File: config.mk
export PLATFORM = sky130hd
export DESIGN_NAME = pc_gen
export DESIGN_NICKNAME = d
export VERILOG_FILES = /design/src/rtl/pc_gen_pkg.sv /design/src/rtl/pc_gen_next_sel.sv /design/src/rtl/pc_gen.sv
export SDC_FILE = /design/constraint.sdc
export NUM_CORES = 1
export LEC_CHECK = 0
export ABC_AREA = 1
export BUFFER_PORTS_ARGS = -buffer_cell sky130_fd_sc_hd__buf_2
export CELL_PAD_IN_SITES_DETAIL_PLACEMENT = 0
export CELL_PAD_IN_SITES_GLOBAL_PLACEMENT = 1
export CORE_ASPECT_RATIO = 1.2
export CORE_MARGIN = 2
export CORE_UTILIZATION = 35
export DETAILED_ROUTE_END_ITERATION = 8
export GPL_TIMING_DRIVEN = 0
export PLACE_DENSITY_LB_ADDON = 0.1
export SETUP_SLACK_MARGIN = 0.1
export SYNTH_ARGS = -nofsm -noshare
export SYNTH_HDL_FRONTEND = slang
export SYNTH_SLANG_ARGS = --single-unit
File: constraint.sdc
create_clock -name clk -period 2.8 [get_ports clk]
set_input_delay 0.7 -clock clk [delete_from_list [all_inputs] [get_ports clk]]
set_output_delay 0.7 -clock clk [all_outputs]
set_load 0.005 [all_outputs]
File: src/rtl/pc_gen_pkg.sv
// pc_pkg: shared types and helpers for the fetch-side program-counter unit.
package pc_pkg;

  // Fetch-unit control states
  typedef enum logic [1:0] {
    BOOT   = 2'd0,
    RUN    = 2'd1,
    HALTED = 2'd2
  } pc_state_t;

  // Where the next PC comes from, listed highest priority first
  typedef enum logic [1:0] {
    SRC_TRAP  = 2'd0,
    SRC_REDIR = 2'd1,
    SRC_SEQ   = 2'd2,
    SRC_HOLD  = 2'd3
  } pc_src_t;

  // True when step is a non-zero power of two
  function automatic logic step_is_pow2(input int unsigned step);
    return (step != 0) && ((step & (step - 1)) == 0);
  endfunction

  // Low-bit mask that must be zero for an address aligned to step bytes
  function automatic logic [63:0] align_mask(input int unsigned step);
    return 64'(step) - 64'd1;
  endfunction

endpackage

File: src/rtl/pc_gen_next_sel.sv
// pc_next_sel: combinational priority select for the next program counter.
// Reports which source wins this cycle and whether that winner's target is
// misaligned; the caller owns all registers and state transitions.
module pc_next_sel
  import pc_pkg::*;
#(
  parameter int unsigned XLEN = 32,
  parameter int unsigned STEP = 4
) (
  input  pc_state_t       state_i,
  input  logic            stall_i,
  input  logic            fetch_ready_i,
  input  logic            redirect_valid_i,
  input  logic [XLEN-1:0] redirect_pc_i,
  input  logic            trap_valid_i,
  input  logic [XLEN-1:0] trap_vector_i,
  output pc_src_t         src_o,
  output logic            misaligned_o
);

  localparam logic [XLEN-1:0] ALIGN_MASK = XLEN'(align_mask(STEP));

  // A non power-of-two step would make the alignment mask meaningless
  if (!step_is_pow2(STEP)) begin : g_bad_step
    $error("pc_next_sel: STEP must be a power of two");
  end

  logic trapMis;
  logic redirMis;

  assign trapMis  = (trap_vector_i & ALIGN_MASK) != '0;
  assign redirMis = (redirect_pc_i & ALIGN_MASK) != '0;

  // Pick the winning source for the current state and flag only its target
  always_comb begin
    src_o        = SRC_HOLD;
    misaligned_o = 1'b0;
    case (state_i)
      RUN: begin
        if (trap_valid_i) begin
          src_o        = SRC_TRAP;
          misaligned_o = trapMis;
        end else if (redirect_valid_i) begin
          src_o        = SRC_REDIR;
          misaligned_o = redirMis;
        end else if (fetch_ready_i && !stall_i) begin
          src_o = SRC_SEQ;
        end
      end
      HALTED: begin
        if (trap_valid_i) begin
          src_o        = SRC_TRAP;
          misaligned_o = trapMis;
        end
      end
      default: begin
        src_o        = SRC_HOLD;
        misaligned_o = 1'b0;
      end
    endcase
  end

endmodule

File: src/rtl/pc_gen.sv
// pc_gen: fetch-side program counter with prioritised next-PC selection,
// valid/ready handshake to instruction memory, halt/resume control,
// sticky misalignment flag and an accepted-fetch counter.
module pc_gen
  import pc_pkg::*;
#(
  parameter int unsigned     XLEN     = 32,
  parameter logic [XLEN-1:0] RESET_PC = '0,
  parameter int unsigned     STEP     = 4,
  parameter int unsigned     CNT_W    = 32
) (
  input  logic             clk,
  input  logic             rst_n,
  input  logic             stall,
  input  logic             redirect_valid,
  input  logic [XLEN-1:0]  redirect_pc,
  input  logic             trap_valid,
  input  logic [XLEN-1:0]  trap_vector,
  input  logic             halt_req,
  input  logic             resume,
  input  logic             fetch_ready,
  output logic             fetch_valid,
  output logic [XLEN-1:0]  fetch_pc,
  output logic [XLEN-1:0]  pc_plus_step,
  output logic             misalign_fault,
  output logic [CNT_W-1:0] fetch_cnt
);

  pc_state_t        state_q, state_d;
  logic [XLEN-1:0]  pc_q, pc_d;
  logic             valid_q, valid_d;
  logic             fault_q, fault_d;
  logic [CNT_W-1:0] cnt_q, cnt_d;

  pc_src_t          src;
  logic             misaligned;
  logic [XLEN-1:0]  pcSeq;

  assign pcSeq = pc_q + XLEN'(STEP);

  pc_next_sel #(
    .XLEN (XLEN),
    .STEP (STEP)
  ) u_next_sel (
    .state_i          (state_q),
    .stall_i          (stall),
    .fetch_ready_i    (fetch_ready),
    .redirect_valid_i (redirect_valid),
    .redirect_pc_i    (redirect_pc),
    .trap_valid_i     (trap_valid),
    .trap_vector_i    (trap_vector),
    .src_o            (src),
    .misaligned_o     (misaligned)
  );

  // Next-state logic: FSM transitions, PC load and sticky fault handling
  always_comb begin
    state_d = state_q;
    pc_d    = pc_q;
    fault_d = fault_q;
    case (state_q)
      BOOT: begin
        state_d = RUN;
      end
      RUN: begin
        if (misaligned) begin
          fault_d = 1'b1;
          state_d = HALTED;
        end else begin
          case (src)
            SRC_TRAP:  pc_d = trap_vector;
            SRC_REDIR: pc_d = redirect_pc;
            SRC_SEQ:   pc_d = pcSeq;
            default:   pc_d = pc_q;
          endcase
          if (halt_req && (src != SRC_TRAP)) begin
            state_d = HALTED;
          end
        end
      end
      HALTED: begin
        if (src == SRC_TRAP) begin
          if (misaligned) begin
            fault_d = 1'b1;
          end else begin
            pc_d    = trap_vector;
            fault_d = 1'b0;
            state_d = RUN;
          end
        end else if (resume) begin
          fault_d = 1'b0;
          state_d = RUN;
        end
      end
      default: begin
        state_d = BOOT;
      end
    endcase
    valid_d = (state_d == RUN);
    cnt_d   = cnt_q + CNT_W'(valid_q && fetch_ready);
  end

  // State registers with asynchronous active-low reset
  always_ff @(posedge clk or negedge rst_n) begin
    if (!rst_n) begin
      state_q <= BOOT;
      pc_q    <= RESET_PC;
      valid_q <= 1'b0;
      fault_q <= 1'b0;
      cnt_q   <= '0;
    end else begin
      state_q <= state_d;
      pc_q    <= pc_d;
      valid_q <= valid_d;
      fault_q <= fault_d;
      cnt_q   <= cnt_d;
    end
  end

  assign fetch_valid    = valid_q;
  assign fetch_pc       = pc_q;
  assign pc_plus_step   = pcSeq;
  assign misalign_fault = fault_q;
  assign fetch_cnt      = cnt_q;

endmodule
==> flow_summary.yaml <==
run_status:
  status: "complete, no violations"
pwr:
  power_density_nw_per_um2: 1250
  p_switching_mw: 4.13
  combPwrFrac_pct: 63.1
  total_power_mw: 8.13
  swShare_pct: 50.8
  pwr-share-seq_pct: 22.0
  p_clk_share_pct: 15.0
  p_int_mw: 4.00
  vdd_ir_drop_max_uv: 758
  p_leak_nw: 3.28
cts:
  clk_pin_slew_worst_paths_ns: 0.06
  worstSkewPairLatency_ns: 0.34
  cts-root-buf: "clkbuf_16"
  clkSinkCount: 68
  cts_buffers: 9
  clockBufferDepth: 2
  cts_tree: "yes"
  hold_buffers: 0
  h-tree-depth: 3
synthesis:
  syn_nets: 793
  avgSynthCellArea_um2: 6.88
  synthDistinctLibCells: 43
  synth_common_cells: "nand2_1 (242), nor2_1 (94), dfrtp_1 (68), inv_1 (60), a21oi_1 (34)"
  synth-main-ff-cell: "dfrtp_1"
  syn_area_um2: 4890
  ys_warn_count: 0
  synthTopCellsByArea: "dfrtp_1 (35%), nand2_1 (19%), nor2_1 (7.2%)"
  yosysMostFrequentCell: "nand2_1"
  ys_ff_latch: 68
  postSynth.asyncResetShare_pct: 100
  synth_top_area_share_pct: 34.8
  yosysSeqAreaShare_pct: 34.8
  synth_top_area_cell: "dfrtp_1"
  synth_edf_count: 0
  synth_cells: 711
critical_path:
  startpoint_type: "flip-flop"
  critPathKind: "reg -> out"
  rrSetupSlack_ns: 0.30
  rr_worst_depth: 12
  crit_arrival_ns: 1.88
  cp_max_fo: 5
  cp-end-kind: "primary output"
  critPathRequiredTime_ns: 2.10
timing:
  setup_tns_ns: 0
  finalCritPeriodShare_pct: 92.1
  rsz0062_at_grt: "yes"
  drv_slew: 0
  slew-limit-headroom_pct: 60.3
  hold_violations: 0
  final-setup-viol-count: 0
  min_period_ns: 2.58
  setup_slack_ns: 0.220
  skew_ns: 0.00530
  worstMarginPinSlew_ns: 0.595
  whs_ns: 0.261
  fmax_mhz: 388
floorplanning:
  ios: 170
  design.die.area_um2: 14900
  dieHeight_um: 133
  initial_core_util_pct: 35.7
  num_rows: 47
  chipWidth_um: 112
  core_area_um2: 13700
layout:
  antenna_cells: 0
  drive_above_1_share_pct: 29.1
  area_growth_pct: 32.7
  nNetsFinal: 980
  fillers: 1459
  final_area_um2: 6480
grt:
  grt_pass1_wl_um: 27700
  grt_start_max_net_pins: 49
  grt_overflow: 0
  grt_pass1_vias: 5214
  antenna_found_initial: 3
  grt_usage_pct: 23.9
route:
  wl_per_cell_um: 16.7
  viasPerCell: 4.95
  drt_wl_total_um: 17900
  dr.pass1.iters: 7
  via_count: 5314
  drc: 0
  postRouteAntennaNets: 0
  drt_iter0_markers: 252
placement:
  io_buffer_count: 169
  place.gp.congestion: 0.899
  dp_slack_ns: -0.232
  post-dp-hpwl_um: 14100
  dpl_cell_area_um2: 5980
run:
  maxCapViolations: 0
min_path:
  hold_class: "in -> async"
[worst max-delay path, stage by stage (launching register included)]
cell and delay, ns:
dfrtp_2 0.45, ha_4 0.21, nand2_2 0.10, nor2_4 0.17, nand3_4 0.13, nor2_1 0.11, nand2_1 0.07, and2_1 0.18
buf_2 0.13
[per-stage QoR]
step / std cells / utilization (%)
2_1_floorplan: 711 / -
3_3_place_gp: 1051 / 43.4
3_5_place_dp: 1052 / 43.6
4_1_cts: 1069 / 46.2
5_1_grt: 1074 / 47.3
6_report: 1074 / 47.3
[kinds of logic (layout without fill, tap and decap cells)]
| logic type | after synthesis | after routing | synth area share [%] |
|---|---|---|---|
| and+or+nand+nor | 428 | 428 | 38.4 |
| AOI/OAI and AO/OA | 79 | 79 | 8.78 |
| adders and majority gates | 10 | 10 | 2.56 |
| xor gates and xnor gates | 40 | 40 | 7.78 |
| DFF | 68 | 68 | 34.8 |
| buffers and inverters | 86 | 278 | 7.68 |
[per-layer routing]
metal	vias to the layer above	GRT usage [%]	wire length, um
li1	2639	-	-
met1	2485	26.6	6850
met2	154	44.5	9570
met3	32	5.60	1060
met4	4	7.48	430
met5	-	0	26
[path summary, 6_finish.rpt]
kind / from / endpoint
max in group asynchronous: rst_n / state_q[0]$_DFF_PN0_
setup / recovery: fetch_pc[3]$_DFFE_PN0P_ / pc_plus_step[22]
setup reg to reg: state_q[1]$_DFF_PN0_ / fetch_pc[27]$_DFFE_PN0P_
hold / removal: rst_n / fetch_pc[27]$_DFFE_PN0P_
min in group clk: fetch_cnt[31]$_DFF_PN0_ / fetch_cnt[31]$_DFF_PN0_
hold reg to reg: fetch_cnt[31]$_DFF_PN0_ / fetch_cnt[31]$_DFF_PN0_
[registers in the layout, summed over array words and instances, names as in the netlist]
register and flops:
misalign_fault 1, fetch_pc 32, fetch_cnt 32, state_q 2
fetch_valid 1
[layout by cell type, fill, tap and decap left out, drive strengths merged, types with 2 or more instances in the layout]
master	synthesis	final
xnor2	11	11
nand3	27	27
nor2	106	106
nand3b	8	8
a21oi	34	34
dfrtp	68	68
xor2	29	29
buf	8	184
ha	10	10
inv	64	65
o211ai	5	5
and2	4	4
clkinvlp	0	2
clkbuf	11	22
nand2	247	247
and3	2	2
nor3	18	18
o31ai	2	2
clkinv	2	3
nand4	12	12
o21ai	33	33
nor4	4	4
[cell type report]
type	count	area (um2)	share of cell area (%)
Buffer	20	141	2.18
Tap cell	171	214	3.30
Clock inverter	5	58.8	0.907
Clock buffer	11	253	3.90
Timing Repair Buffer	176	921	14.2
Sequential cell	68	1710	26.3
Multi-Input combinational cell	557	2940	45.4
Inverter	66	249	3.84
[repair_timing]
item / CTS / global route
setup buffers: 1 / 5
resized for setup: 14 / 31
endpoints found under the setup margin: 38 / 39
pin swaps: 1 / 3
[power groups by stage]
stage	logic, mW	registers, mW	clock network, mW
3_3_place_gp	4.77	1.79	0
4_1_cts	4.98	1.78	1.24
3_5_place_dp	4.86	1.80	0
5_1_grt	5.79	1.84	1.29
6_report	5.13	1.79	1.22
2_1_floorplan	3.15	1.70	0
No activity file was read; power rests on OpenSTA's default activity.
